### src/rtl/rv_ctrl_pkg.sv
// Shared encodings for the multicycle RV32I control path: opcodes, FSM states,
// ALUControl codes and datapath mux selects.
package rv_ctrl_pkg;

  localparam logic [6:0] OP_LOAD   = 7'b0000011;
  localparam logic [6:0] OP_STORE  = 7'b0100011;
  localparam logic [6:0] OP_RTYPE  = 7'b0110011;
  localparam logic [6:0] OP_ITYPE  = 7'b0010011;
  localparam logic [6:0] OP_BRANCH = 7'b1100011;
  localparam logic [6:0] OP_JAL    = 7'b1101111;
  localparam logic [6:0] OP_LUI    = 7'b0110111;

  typedef enum logic [3:0] {
    S_FETCH    = 4'd0,
    S_DECODE   = 4'd1,
    S_MEMADR   = 4'd2,
    S_MEMREAD  = 4'd3,
    S_MEMWB    = 4'd4,
    S_MEMWRITE = 4'd5,
    S_EXECR    = 4'd6,
    S_EXECI    = 4'd7,
    S_ALUWB    = 4'd8,
    S_BEQ      = 4'd9,
    S_JAL      = 4'd10,
    S_LUI      = 4'd11
  } state_t;

  localparam logic [3:0] ALU_AND = 4'b0000;
  localparam logic [3:0] ALU_OR  = 4'b0001;
  localparam logic [3:0] ALU_ADD = 4'b0010;
  localparam logic [3:0] ALU_SUB = 4'b0011;
  localparam logic [3:0] ALU_SLT = 4'b0100;
  localparam logic [3:0] ALU_LUI = 4'b0110;

  // Selects how alu_decoder derives alu_control
  localparam logic [1:0] ALUOP_ADD = 2'b00;
  localparam logic [1:0] ALUOP_SUB = 2'b01;
  localparam logic [1:0] ALUOP_FN  = 2'b10;
  localparam logic [1:0] ALUOP_LUI = 2'b11;

  localparam logic [1:0] RES_ALUOUT    = 2'b00;
  localparam logic [1:0] RES_READDATA  = 2'b01;
  localparam logic [1:0] RES_ALURESULT = 2'b10;

  localparam logic [1:0] SRCA_PC    = 2'b00;
  localparam logic [1:0] SRCA_OLDPC = 2'b01;
  localparam logic [1:0] SRCA_RS1   = 2'b10;

  localparam logic [1:0] SRCB_RS2  = 2'b00;
  localparam logic [1:0] SRCB_IMM  = 2'b01;
  localparam logic [1:0] SRCB_FOUR = 2'b10;

  localparam logic [1:0] IMM_I  = 2'b00;
  localparam logic [1:0] IMM_S  = 2'b01;
  localparam logic [1:0] IMM_B  = 2'b10;
  localparam logic [1:0] IMM_JU = 2'b11;

  function automatic logic funct3_supported(input logic [2:0] f3);
    return (f3 == 3'b000) || (f3 == 3'b010) || (f3 == 3'b110) || (f3 == 3'b111);
  endfunction

endpackage

### src/rtl/alu_decoder.sv
// Combinational ALUControl decode; fn_illegal flags funct3 values the ALU
// cannot execute, independent of alu_op so DECODE can use it early.
module alu_decoder
  import rv_ctrl_pkg::*;
(
  input  logic [1:0] alu_op,
  input  logic       op5,
  input  logic [2:0] funct3,
  input  logic       funct7b5,
  output logic [3:0] alu_control,
  output logic       fn_illegal
);

  always_comb begin
    alu_control = ALU_ADD;
    fn_illegal  = !funct3_supported(funct3);
    unique case (alu_op)
      ALUOP_ADD: alu_control = ALU_ADD;
      ALUOP_SUB: alu_control = ALU_SUB;
      ALUOP_LUI: alu_control = ALU_LUI;
      default: begin
        // op5 separates R-type from I-type so addi never becomes a subtract
        unique case (funct3)
          3'b000:  alu_control = (op5 && funct7b5) ? ALU_SUB : ALU_ADD;
          3'b010:  alu_control = ALU_SLT;
          3'b110:  alu_control = ALU_OR;
          3'b111:  alu_control = ALU_AND;
          default: alu_control = ALU_ADD;
        endcase
      end
    endcase
  end

endmodule

### src/rtl/multicycle_controller.sv
// Multicycle RV32I control FSM: sequences one instruction at a time and drives
// every datapath enable and mux select.
module multicycle_controller
  import rv_ctrl_pkg::*;
#(
  parameter logic [3:0] RESET_STATE = 4'd0
) (
  input  logic       clk,
  input  logic       rst_n,
  input  logic [6:0] op,
  input  logic [2:0] funct3,
  input  logic       funct7b5,
  input  logic       zero,
  output logic       pc_write,
  output logic       adr_src,
  output logic       mem_write,
  output logic       ir_write,
  output logic [1:0] result_src,
  output logic [1:0] alu_src_a,
  output logic [1:0] alu_src_b,
  output logic [1:0] imm_src,
  output logic       reg_write,
  output logic [3:0] alu_control,
  output logic       instr_done,
  output logic       illegal
);

  state_t     r_state;
  state_t     w_next;
  logic [1:0] w_alu_op;
  logic       w_fn_illegal;
  logic       w_pc_write;
  logic       w_mem_write;
  logic       w_ir_write;
  logic       w_reg_write;
  logic       w_instr_done;
  logic       w_illegal;
  logic       w_uses_fn;

  alu_decoder u_alu_decoder (
    .alu_op      (w_alu_op),
    .op5         (op[5]),
    .funct3      (funct3),
    .funct7b5    (funct7b5),
    .alu_control (alu_control),
    .fn_illegal  (w_fn_illegal)
  );

  always_ff @(posedge clk or negedge rst_n) begin
    if (!rst_n) r_state <= state_t'(RESET_STATE);
    else        r_state <= w_next;
  end

  assign w_uses_fn = (op == OP_RTYPE) || (op == OP_ITYPE);

  always_comb begin
    w_next       = S_FETCH;
    w_alu_op     = ALUOP_ADD;
    w_pc_write   = 1'b0;
    w_mem_write  = 1'b0;
    w_ir_write   = 1'b0;
    w_reg_write  = 1'b0;
    w_instr_done = 1'b0;
    w_illegal    = 1'b0;
    adr_src      = 1'b0;
    result_src   = RES_ALUOUT;
    alu_src_a    = SRCA_PC;
    alu_src_b    = SRCB_RS2;
    imm_src      = IMM_I;
    unique case (r_state)
      S_FETCH: begin
        w_ir_write = 1'b1;
        w_pc_write = 1'b1;
        alu_src_b  = SRCB_FOUR;
        result_src = RES_ALURESULT;
        w_next     = S_DECODE;
      end
      S_DECODE: begin
        alu_src_a = SRCA_OLDPC;
        alu_src_b = SRCB_IMM;
        imm_src   = IMM_B;
        unique case (op)
          OP_LOAD, OP_STORE: w_next = S_MEMADR;
          OP_RTYPE:  w_next = S_EXECR;
          OP_ITYPE:  w_next = S_EXECI;
          OP_BRANCH: w_next = S_BEQ;
          OP_JAL:    w_next = S_JAL;
          OP_LUI:    w_next = S_LUI;
          default:   w_next = S_FETCH;
        endcase
        // Unsupported ALU functions are rejected here, before any write happens
        if (w_uses_fn && w_fn_illegal) w_next = S_FETCH;
        w_illegal = (w_next == S_FETCH);
      end
      S_MEMADR: begin
        alu_src_a = SRCA_RS1;
        alu_src_b = SRCB_IMM;
        imm_src   = op[5] ? IMM_S : IMM_I;
        w_next    = op[5] ? S_MEMWRITE : S_MEMREAD;
      end
      S_MEMREAD: begin
        adr_src = 1'b1;
        w_next  = S_MEMWB;
      end
      S_MEMWB: begin
        result_src   = RES_READDATA;
        w_reg_write  = 1'b1;
        w_instr_done = 1'b1;
      end
      S_MEMWRITE: begin
        adr_src      = 1'b1;
        w_mem_write  = 1'b1;
        w_instr_done = 1'b1;
      end
      S_EXECR: begin
        alu_src_a = SRCA_RS1;
        w_alu_op  = ALUOP_FN;
        w_next    = S_ALUWB;
      end
      S_EXECI: begin
        alu_src_a = SRCA_RS1;
        alu_src_b = SRCB_IMM;
        w_alu_op  = ALUOP_FN;
        w_next    = S_ALUWB;
      end
      S_LUI: begin
        alu_src_b = SRCB_IMM;
        imm_src   = IMM_JU;
        w_alu_op  = ALUOP_LUI;
        w_next    = S_ALUWB;
      end
      S_JAL: begin
        alu_src_a  = SRCA_OLDPC;
        alu_src_b  = SRCB_FOUR;
        w_pc_write = 1'b1;
        w_next     = S_ALUWB;
      end
      S_ALUWB: begin
        w_reg_write  = 1'b1;
        w_instr_done = 1'b1;
      end
      S_BEQ: begin
        alu_src_a    = SRCA_RS1;
        w_alu_op     = ALUOP_SUB;
        w_pc_write   = zero;
        w_instr_done = 1'b1;
      end
      default: w_next = S_FETCH;
    endcase
  end

  // The FETCH enables would otherwise show while reset holds the state there
  assign pc_write   = rst_n & w_pc_write;
  assign ir_write   = rst_n & w_ir_write;
  assign mem_write  = rst_n & w_mem_write;
  assign reg_write  = rst_n & w_reg_write;
  assign instr_done = rst_n & w_instr_done;
  assign illegal    = rst_n & w_illegal;

endmodule

### config.mk
export PLATFORM = sky130hd
export DESIGN_NAME = multicycle_controller
export DESIGN_NICKNAME = d
export VERILOG_FILES = /design/src/rtl/rv_ctrl_pkg.sv /design/src/rtl/alu_decoder.sv /design/src/rtl/multicycle_controller.sv
export SDC_FILE = /design/constraint.sdc
export NUM_CORES = 1
export LEC_CHECK = 0
export ABC_AREA = 0
export CAP_MARGIN = 20
export CELL_PAD_IN_SITES_DETAIL_PLACEMENT = 1
export CELL_PAD_IN_SITES_GLOBAL_PLACEMENT = 1
export CORE_MARGIN = 1
export CORE_UTILIZATION = 44
export DETAILED_ROUTE_END_ITERATION = 7
export DONT_BUFFER_PORTS = 1
export PLACE_DENSITY = 0.85
export SYNTH_ARGS = -nofsm -noshare
export SYNTH_HDL_FRONTEND = slang
export SYNTH_SLANG_ARGS = --single-unit
### constraint.sdc
create_clock -name clk -period 3 [get_ports clk]
set_clock_uncertainty 0.05 [all_clocks]
set_input_delay 0.3 -clock clk [delete_from_list [all_inputs] [get_ports clk]]
set_output_delay 0.3 -clock clk [all_outputs]
set_load 0.05 [all_outputs]
==> results.json <==
{
  "grt_max_degree": 24,
  "drt_pass1_iterations": 4,
  "stdcell_area_um2": 827,
  "pwr-share-comb_pct": 72.0,
  "ios": 33,
  "hold_buffers": 1,
  "rsz0062_at_grt": "no",
  "htreeDepth": 1,
  "rows": 14,
  "ys_types": 40,
  "synth_area_per_cell_um2": 6.80,
  "synth_edf_count": 0,
  "p_int_mw": 0.254,
  "switching_power_mw": 0.371,
  "nets": 126,
  "cp-start-kind": "flop",
  "finalSetupViolCount": 0,
  "p_sw_share_pct": 59.3,
  "n_antenna_cell": 0,
  "setup_ws_ps": 578,
  "crit_buf_inv": 0,
  "die_area_mm2": 0.00176,
  "synth_top_area_share_pct": 14.3,
  "ant_nets": 0,
  "p_seq_share_pct": 18.0,
  "worst-setup-path-type": "flop to output pin",
  "hold_violations": 0,
  "ys.flop_type": "dfrtp_1",
  "final.setup.tns_ps": 0,
  "async_reset_ff_share_pct": 100,
  "place_ws_ps": 830,
  "grt_use_total_pct": 23.5,
  "ff_latch_area_um2": 100,
  "synth_most_common_cell": "nand2b_1",
  "vias": 788,
  "synth_top_area_cell": "dfrtp_1",
  "core_area_mm2": 0.00149,
  "maxSlewHeadroom_pct": 26.7,
  "die-height_um": 41.9,
  "drc": 0,
  "clkTransAtPathRegs_ps": 40,
  "crit_path_max_incr_delay_ps": 690,
  "grt_pass1_wl_um": 3290,
  "netlist_top_cells_area": "dfrtp_1 (14%), nand2b_1 (8.0%), a21oi_1 (5.7%)",
  "hold_slack_ps": 161,
  "hold_path_class": "input pin to flop",
  "power.total_mw": 0.625,
  "cts_root_buffer": "clkbuf_4",
  "syn_inst": 103,
  "numPortBuffers": 0,
  "place_congestion": 0.800,
  "muxShareOfSynthArea_pct": 0,
  "cp.required_ps": 2650,
  "synth_nets": 117,
  "worstReg2RegEnd": "r_state[3]$_DFF_PN0_",
  "period_share_pct": 80.7,
  "antenna_found_initial": 0,
  "ys_warn_count": 0,
  "r2r_slack_ps": 1180,
  "initial_core_util_pct": 47.1,
  "fmax_mhz": 413,
  "tightest_slew_ps": 1100,
  "seq_area_frac_synth_pct": 14.3,
  "via_per_inst": 6.25,
  "p_leak_nw": 0.334,
  "slew_violations": 0,
  "place_inst": 122,
  "largest_reg_flops": 4,
  "grt_pass1_vias": 768,
  "final_core_util_pct": 55.5,
  "synth_area_um2": 701,
  "dp_hpwl_um": 1440,
  "synth_xor_area_share_pct": 3.75,
  "slowest_stage": "dfrtp_1",
  "yosys.area_share.simple_pct": 46.8,
  "max_cap_violations": 0,
  "cts_setup_buffers": 0,
  "n_fill_cell": 192,
  "cp-end-kind": "output pin",
  "worstHoldPathCells": 1,
  "regMostFlops": "r_state",
  "clk_latency_ps": 230,
  "die_w_um": 41.9,
  "wl_um": 1880,
  "grt_overflow": 0,
  "multi_input_area_um2": 554,
  "cts_tree": "built",
  "first_iter_violations": 15,
  "clockPowerShare_pct": 10.1,
  "clock-sinks": 4,
  "arrival_ps": 2070,
  "peakVddDrop_mv": 0.636,
  "syn2layout_area_growth_pct": 18.0,
  "synth_compound_area_share_pct": 23.8,
  "finalNonFillerCells": 126,
  "worst_r2r_path_depth": 4,
  "wire_per_inst_um": 15.0,
  "ys_ff_latch": 4,
  "power.density_mw_per_mm2": 756,
  "largestRegisters": "r_state (4)",
  "synth_top_family_by_area": "simple AND/OR/NAND/NOR gates",
  "outcome": "complete, no violations",
  "worstPathMaxFanout": 21,
  "clockBufferDepth": 2,
  "synthAdderAreaFrac_pct": 0,
  "synthTopCellsByCount": "nand2b_1 (9), a21oi_1 (8), nor3_1 (8)",
  "r2r_start": "r_state[1]$_DFF_PN0_",
  "cts_resized": 0,
  "whs_endpoint": "r_state[1]$_DFF_PN0_",
  "timing.final.crit_period_ps": 2420,
  "placed_area_um2": 795,
  "tritoncts.num_buffers": 3,
  "critPathTopFamily": "compound AO/OA/AOI/OAI gates",
  "hp-start": "op[5]",
  "crit_chain": "nand2b_1 > a311oi_1 > o31a_1",
  "layout-drive-gt1-share_pct": 20.9
}
-- cells in the final DEF, fill, tap and decap left out, drive strengths merged, types with 2 or more instances in the layout --
master | Yosys | routed
buf | 4 | 14
nand2b | 9 | 9
a21oi | 8 | 8
nor3 | 8 | 8
nand2 | 7 | 7
nor2b | 5 | 5
o21ai | 5 | 5
dfrtp | 4 | 4
a211oi | 4 | 4
inv | 4 | 4
nor2 | 3 | 3
o22ai | 3 | 3
clkbuf | 7 | 3
nor4b | 3 | 3
or2 | 2 | 2
nand3 | 2 | 2
and2 | 2 | 2
nand3b | 2 | 2
xor2 | 2 | 2
o32ai | 2 | 2
nor4 | 2 | 2
-- power by group through the flow --
stage / clock network [mW] / logic [mW] / registers [mW]
3_3_place_gp: 0 / 0.441 / 0.110
6_report: 0.0630 / 0.450 / 0.112
2_1_floorplan: 0 / 0.383 / 0.0698
4_1_cts: 0.0661 / 0.453 / 0.111
5_1_grt: 0.0686 / 0.473 / 0.119
3_5_place_dp: 0 / 0.450 / 0.112
-- layout make-up --
type / count / area share, %
Inverter: 4 / 1.82
Multi-Input combinational cell: 84 / 67.0
Tap cell: 16 / 2.42
Sequential cell: 4 / 12.1
Clock buffer: 3 / 2.72
Timing Repair Buffer: 15 / 13.9
-- worst max-delay path by stage --
| stage | startpoint | to | slack, ps | cells after the start |
|---|---|---|---|---|
| floorplan | r_state[3]$_DFF_PN0_ | imm_src[1] | 160 | 4 |
| global route | r_state[0]$_DFF_PN0_ | illegal | 420 | 3 |
| CTS | r_state[1]$_DFF_PN0_ | illegal | 580 | 3 |
| detailed placement | r_state[1]$_DFF_PN0_ | illegal | 830 | 3 |
| global placement | r_state[1]$_DFF_PN0_ | illegal | 930 | 3 |
| finish | r_state[0]$_DFF_PN0_ | illegal | 580 | 3 |
-- routing by layer --
metal,part of all wire [%],up-vias,GRT usage [%]
li1,-,391,-
met1,45,373,30.8
met2,50,24,39.7
met3,4.9,0,3.48
met4,0,0,6.45
met5,0,-,0
-- cells by family (layout without fill, tap and decap cells) --
family / after synthesis / in the layout
AO/OA/AOI/OAI: 26 / 26
XOR/XNOR: 3 / 3
buffers and inverters: 15 / 22
flip-flops: 4 / 4
other: 1 / 1
AND/OR/NAND/NOR: 54 / 54
Note: power is estimated with default switching activity, not from simulation.
